[src/rtl/dt_bus_mux_seq_if.sv]
// Request/beat bus between the register file, dt_bus_mux_seq and the Dt write path.
// Sources and selects are active-low. out_data is true polarity.
interface dt_bus_mux_seq_if #(
  parameter int W = 8,
  parameter int N = 19
);
  logic [N*W-1:0] notSrc;
  logic [N-1:0]   notSel;
  logic [N-1:0]   notSelHi;
  logic           req_valid;
  logic           req_pair;
  logic           req_ready;
  logic           out_valid;
  logic [W-1:0]   out_data;
  logic           out_last;
  logic           out_ready;
  logic           err_multi;
  logic           err_none;

  modport slave (
    input  notSrc, notSel, notSelHi, req_valid, req_pair, out_ready,
    output req_ready, out_valid, out_data, out_last, err_multi, err_none
  );

  modport master (
    output notSrc, notSel, notSelHi, req_valid, req_pair, out_ready,
    input  req_ready, out_valid, out_data, out_last, err_multi, err_none
  );
endinterface

[src/rtl/dt_bus_mux_seq.sv]
// Registered one-hot Dt source mux: snapshots the selected source(s) on accept
// and emits one beat, or two beats (low then high) for 16-bit pair pushes.
//
//   state | meaning
//   IDLE  | no beat held, ready for a request
//   BEAT0 | low (or only) beat presented on out_data
//   BEAT1 | high beat of a pair presented on out_data
module dt_bus_mux_seq #(
  parameter int W       = 8,
  parameter int N       = 19,
  parameter int PAIR_EN = 1
) (
  input  logic                  clk,
  input  logic                  notRst,
  dt_bus_mux_seq_if.slave       bus
);

  typedef enum logic [1:0] {IDLE, BEAT0, BEAT1} state_t;

  state_t         state_q;
  logic [W-1:0]   lo_q, hi_q;
  logic           pair_q;
  logic           out_valid_q, out_last_q;
  logic [W-1:0]   out_data_q;
  logic           err_multi_q, err_none_q;

  logic [W-1:0]   lo_d, hi_d;
  logic           pair_d;
  logic           any_lo, multi_lo, any_hi, multi_hi;
  logic           hs_last, accept;

  // Wired-OR of every selected source, same as the old combinational mux.
  function automatic logic [W-1:0] sel_val(input logic [N*W-1:0] src_n,
                                           input logic [N-1:0]   sel_n);
    logic [W-1:0] acc;
    acc = '0;
    for (int k = 0; k < N; k++)
      acc = acc | (~src_n[k*W +: W] & {W{~sel_n[k]}});
    return acc;
  endfunction

  // Returns {more_than_one, at_least_one}; only a 0/1/>1 decision is needed.
  function automatic logic [1:0] sel_count(input logic [N-1:0] sel_n);
    logic any, multi;
    any   = 1'b0;
    multi = 1'b0;
    for (int k = 0; k < N; k++) begin
      multi = multi | (any & ~sel_n[k]);
      any   = any | ~sel_n[k];
    end
    return {multi, any};
  endfunction

  always_comb begin
    lo_d                 = sel_val(bus.notSrc, bus.notSel);
    hi_d                 = sel_val(bus.notSrc, bus.notSelHi);
    pair_d               = bus.req_pair & (PAIR_EN != 0);
    {multi_lo, any_lo}   = sel_count(bus.notSel);
    {multi_hi, any_hi}   = sel_count(bus.notSelHi);
  end

  assign hs_last       = out_valid_q & bus.out_ready & out_last_q;
  assign bus.req_ready = notRst & ((state_q == IDLE) | hs_last);
  assign accept        = bus.req_valid & bus.req_ready;

  always_ff @(posedge clk or negedge notRst) begin
    if (!notRst) begin
      state_q     <= IDLE;
      lo_q        <= '0;
      hi_q        <= '0;
      pair_q      <= 1'b0;
      out_valid_q <= 1'b0;
      out_last_q  <= 1'b0;
      out_data_q  <= '0;
      err_multi_q <= 1'b0;
      err_none_q  <= 1'b0;
    end else begin
      err_multi_q <= 1'b0;
      err_none_q  <= 1'b0;
      if (accept) begin
        lo_q        <= lo_d;
        hi_q        <= hi_d;
        pair_q      <= pair_d;
        state_q     <= BEAT0;
        out_valid_q <= 1'b1;
        out_data_q  <= lo_d;
        out_last_q  <= ~pair_d;
        err_multi_q <= multi_lo | (pair_d & multi_hi);
        err_none_q  <= ~any_lo | (pair_d & ~any_hi);
      end else begin
        case (state_q)
          BEAT0: begin
            if (bus.out_ready) begin
              if (pair_q) begin
                state_q    <= BEAT1;
                out_data_q <= hi_q;
                out_last_q <= 1'b1;
              end else begin
                state_q     <= IDLE;
                out_valid_q <= 1'b0;
                out_data_q  <= '0;
                out_last_q  <= 1'b0;
              end
            end
          end
          BEAT1: begin
            if (bus.out_ready) begin
              state_q     <= IDLE;
              out_valid_q <= 1'b0;
              out_data_q  <= '0;
              out_last_q  <= 1'b0;
            end
          end
          default: begin
            state_q     <= IDLE;
            out_valid_q <= 1'b0;
            out_data_q  <= '0;
            out_last_q  <= 1'b0;
          end
        endcase
      end
    end
  end

  assign bus.out_valid = out_valid_q;
  assign bus.out_data  = out_data_q;
  assign bus.out_last  = out_last_q;
  assign bus.err_multi = err_multi_q;
  assign bus.err_none  = err_none_q;

endmodule

[src/flat_wrapper.sv]
// flat-port wrapper written by rule: the top's interface ports become plain ports
module dt_bus_mux_seq_flat 
#(
  parameter int W       = 8,
  parameter int N       = 19,
  parameter int PAIR_EN = 1
)
  (clk, notRst, bus_notSrc, bus_notSel, bus_notSelHi, bus_req_valid, bus_req_pair, bus_out_ready, bus_req_ready, bus_out_valid, bus_out_data, bus_out_last, bus_err_multi, bus_err_none);
  dt_bus_mux_seq_if #(.W(W), .N(N)) bus_i ();
  input  logic clk;
  input  logic notRst;
  input wire logic [$bits(bus_i.notSrc)-1:0] bus_notSrc;
  input wire logic [$bits(bus_i.notSel)-1:0] bus_notSel;
  input wire logic [$bits(bus_i.notSelHi)-1:0] bus_notSelHi;
  input wire logic [$bits(bus_i.req_valid)-1:0] bus_req_valid;
  input wire logic [$bits(bus_i.req_pair)-1:0] bus_req_pair;
  input wire logic [$bits(bus_i.out_ready)-1:0] bus_out_ready;
  output wire logic [$bits(bus_i.req_ready)-1:0] bus_req_ready;
  output wire logic [$bits(bus_i.out_valid)-1:0] bus_out_valid;
  output wire logic [$bits(bus_i.out_data)-1:0] bus_out_data;
  output wire logic [$bits(bus_i.out_last)-1:0] bus_out_last;
  output wire logic [$bits(bus_i.err_multi)-1:0] bus_err_multi;
  output wire logic [$bits(bus_i.err_none)-1:0] bus_err_none;
  assign bus_i.notSrc = bus_notSrc;
  assign bus_i.notSel = bus_notSel;
  assign bus_i.notSelHi = bus_notSelHi;
  assign bus_i.req_valid = bus_req_valid;
  assign bus_i.req_pair = bus_req_pair;
  assign bus_i.out_ready = bus_out_ready;
  assign bus_req_ready = bus_i.req_ready;
  assign bus_out_valid = bus_i.out_valid;
  assign bus_out_data = bus_i.out_data;
  assign bus_out_last = bus_i.out_last;
  assign bus_err_multi = bus_i.err_multi;
  assign bus_err_none = bus_i.err_none;
  dt_bus_mux_seq #(.W(W), .N(N), .PAIR_EN(PAIR_EN)) u_core (.clk(clk), .notRst(notRst), .bus(bus_i));
endmodule
[config.mk]
export PLATFORM = sky130hd
export DESIGN_NAME = dt_bus_mux_seq_flat
export DESIGN_NICKNAME = d
export VERILOG_FILES = /design/src/rtl/dt_bus_mux_seq_if.sv /design/src/rtl/dt_bus_mux_seq.sv /design/src/flat_wrapper.sv
export SDC_FILE = /design/constraint.sdc
export NUM_CORES = 1
export LEC_CHECK = 0
export CAP_MARGIN = 0
export CELL_PAD_IN_SITES_DETAIL_PLACEMENT = 1
export CELL_PAD_IN_SITES_GLOBAL_PLACEMENT = 1
export CORE_MARGIN = 3
export CORE_UTILIZATION = 23
export CTS_CLUSTER_SIZE = 12
export DETAILED_ROUTE_END_ITERATION = 10
export PLACE_DENSITY_LB_ADDON = 0.1
export SLEW_MARGIN = 20
export SYNTH_ARGS = -nofsm -noshare
export SYNTH_HDL_FRONTEND = slang
export SYNTH_SLANG_ARGS = --single-unit
export TNS_END_PERCENT = 30
[constraint.sdc]
create_clock -name clk -period 1.85 [get_ports clk]
set_input_delay 0.37 -clock clk [delete_from_list [all_inputs] [get_ports clk]]
set_output_delay 0.37 -clock clk [all_outputs]
set_load 0.05 [all_outputs]
==> reports/metrics.cfg <==
[status]
status = complete, no violations

[route]
drc = 0
routedWlPerCell_um = 27.53
vias_per_cell = 6.007
dr.pass1.iters = 8
drtIter0Drc = 612
ant_nets = 0
wirelength_mm = 25.30
vias = 5520

[timing]
relSlewSlack = 0.6634
hold_violations = 0
layout_min_cycle_time_ns = 1.837
grt_setup_unrepaired = true
tightestPinTransition_ns = 0.5048
slew_violations = 0
fin_crit_sh = 0.9932
max_freq_mhz = 544.2
setup_violations = 0
setup_tns_ns = 0
finClkSkew_ns = 0.001798

[floorplan]
initial_core_util = 0.2365
die_w_um = 120.1
coreArea_mm2 = 0.01267
ios = 208
rows = 41
die_area_mm2 = 0.01443
dieHeight_um = 120.1

[worst_hold_path]
hold_path.class = in -> async

[run]
maxCapViolCount = 0

[clock_network]
cts_root_buf = clkbuf_16
clkLatencyLatePin_ns = 0.26
htreeDepth = 1
cts_hold_buf = 0
path_clk_slew_ns = 0.06
cts_buffer_depth = 2
cts_tree = built
cts_sinks = 23
cts_buffers = 3

[grt]
grt_max_degree = 23
grt_antenna_before_repair = 0
track_usage = 0.3336
grt_overflow = 0
grt_pass1_wl_mm = 36.11
grt_pass1_vias = 5964

[synthesis]
synth_edf_count = 0
synth_cell_types = 41
seq_area_frac_synth = 0.1921
async_reset_ff_frac = 1.000
yosysWarningCount = 0
synth_area_mm2 = 0.002997
syn_nets = 628
syn_avg_cell_area_um2 = 6.921
synthCells = 433
synth-seq-cells = 23
synth-main-ff-cell = dfrtp_1

[finish]
areaGrowthSynthToFinish_pct = 114.8
nets = 942
layout-drive-gt1-share = 0.2842
design_area_mm2 = 0.006437
fillCellCount = 1578

[power_and_ir_drop]
vdd_drop_max_uv = 297.1
power_density_mw_per_mm2 = 475.5
leakage_nw = 2.740

[worst_setup_path]
crit_chain = clkdlybuf4s50_1, o22ai_1, nor4_1, nand3_1, nor3_2, buf_4, a2bb2oi_2, a21oi_1
slowest_delay_ns = 0.51
crit_path_max_fanout = 2
worstSetupEndpoint = u_core.bus.out_data[2]
slowest_stage = clkdlybuf4s50_1
cp-end-kind = flop
critPathRequiredTime_ns = 1.97
reg2reg_from = u_core.bus.out_last
start_kind = input pin
reg2regPathDepth = 6
r2r_end = u_core.bus.out_data[3]
arrival_ns = 1.95
crit_start = bus_notSrc[74]
regToRegSetupSlack_ns = 0.27
path_class = in -> reg

[place]
io_buffers = 207
dp_hpwl_mm = 19.62
gp_congestion = 0.9610
placed_cell_area_mm2 = 0.005957

-- synthesized netlist by cell type (2+ instances only) --
cell       count  share of area
o22ai_1      137           0.29
nor2_1        58          0.073
dfrtp_1       23           0.19
nand2_1       22          0.028
a21oi_1       19          0.032
nand3_1       18          0.030
o21ai_0       18          0.030
nor3_1        16          0.027
nor4_1        16          0.033
clkbuf_1      14          0.018
buf_6         10          0.038
buf_2          9          0.015
buf_4          7          0.018
nand4_1        6          0.013
and4_1         5          0.015
maj3_1         5          0.017
and3_1         4         0.0083
o211ai_1       4          0.010
o221ai_1       4          0.012
o22a_1         4          0.012
or4_1          4          0.010
a2bb2oi_1      3         0.0088
inv_1          3         0.0038
nand2b_1       3         0.0063
o21a_1         3         0.0075
a31oi_1        2         0.0042
clkbuf_8       2         0.0092
-- cells in the final DEF, fill, tap and decap left out, types with 3 or more instances in the layout --
master / synthesis / final
o22ai_1: 137 / 137
clkdlybuf4s50_1: 0 / 130
buf_4: 7 / 126
nor2_1: 58 / 58
dlygate4sd2_1: 0 / 28
dfrtp_1: 23 / 23
buf_6: 10 / 22
nand2_1: 22 / 20
nand3_1: 18 / 17
a21oi_1: 19 / 16
o21ai_0: 18 / 16
clkbuf_2: 0 / 14
dlymetal6s2s_1: 1 / 14
buf_12: 0 / 10
nor3_1: 16 / 9
nor4_1: 16 / 8
nand4_1: 6 / 6
nor3_2: 0 / 6
clkdlybuf4s15_1: 0 / 6
and4_1: 5 / 5
maj3_1: 5 / 5
nor4_2: 0 / 5
and3_1: 4 / 4
o211ai_1: 4 / 4
o22a_1: 4 / 4
a21oi_2: 1 / 4
o21a_1: 3 / 3
inv_1: 3 / 3
nor4_4: 0 / 3
nand2b_1: 3 / 3
o221ai_1: 4 / 3
clkbuf_16: 0 / 3
-- timing repair --
item | 4_1_cts | 5_1_grt
resized for setup | 99 | 64
hold endpoints to repair | 0 | 0
buffers inserted | 12 | 12
pin swaps | 32 | 25
setup endpoints to repair | 15 | 11
-- metrics by stage --
stage          setup slack, ns  hold WS (ns)  power (mW)  utilization  cells
2_1_floorplan           0.1063       0.07441       1.431            -    433
3_3_place_gp           -0.6808        0.4660       2.439       0.4701    890
3_5_place_dp           -0.6869        0.4834       2.469       0.4701    890
4_1_cts              -0.006866        0.4974       2.997       0.4953    906
5_1_grt               -0.05809        0.5163       3.192       0.5079    918
6_report               0.01253        0.4993       3.061       0.5080    919
-- flip-flops by register name, indices dropped and copies added (netlist names) --
name and count:
u_core.bus.out_last 1, u_core.bus.err_multi 1, u_core.bus.err_none 1, u_core.hi_q 8, u_core.pair_q 1, u_core.state_q 2, u_core.bus.out_valid 1, u_core.bus.out_data 8
-- critical path: cells and delay by family --
| family | cells | cell delay [ns] |
|---|---|---|
| AOI/OAI and AO/OA | 3 | 0.31 |
| and+or+nand+nor | 3 | 0.60 |
| buffers and inverters | 2 | 0.67 |
-- report_power, final --
part / leakage (nW) / total (mW) / switching (mW) / internal [mW]
logic: 2.41 / 1.87 / 0.998 / 0.870
registers: 0.286 / 0.702 / 0.0767 / 0.625
clock network: 0.0409 / 0.493 / 0.201 / 0.292
-- kinds of logic (layout without fill, tap and decap cells) --
| group | after synthesis | after routing | synth area share |
|---|---|---|---|
| DFF | 23 | 23 | 0.1921 |
| adders and majority gates | 5 | 5 | 0.01670 |
| AOI/OAI and AO/OA | 204 | 204 | 0.4297 |
| other | 0 | 1 | 0 |
| buffers and inverters | 46 | 359 | 0.1048 |
| and+or+nand+nor | 155 | 155 | 0.2568 |
-- final cells by class --
type                       instances  area (um^2)  share of cell area
timing repair buffer             352         3262              0.5067
clock inverter                     1        5.005           0.0007775
inverter                           3        11.26            0.001749
tap                              172        215.2             0.03343
antenna                            1        2.502           0.0003887
clock buffer                       3        75.07             0.01166
multi-input combinational        364         2291              0.3559
sequential                        23        575.6             0.08941
-- worst min path at each step --
stage,startpoint,to
floorplan,notRst,u_core.bus.err_multi
global placement,u_core.hi_q[2],u_core.hi_q[2]
detailed placement,u_core.hi_q[4],u_core.hi_q[4]
CTS,notRst,u_core.bus.out_last
global route,notRst,u_core.bus.out_last
finish,notRst,u_core.bus.out_last
-- per-layer routing --
metal  vias up  part of all wire  GRT usage  wire length, um
met5         -                 0          0                0
met4         0             0.047     0.1389             1196
met3        96              0.12    0.08530             2939
met2       420              0.44     0.5276            11190
met1      2617              0.39     0.4312             9973
li1       2387                 -          -                -
No activity file was read; power rests on OpenSTA's default activity.
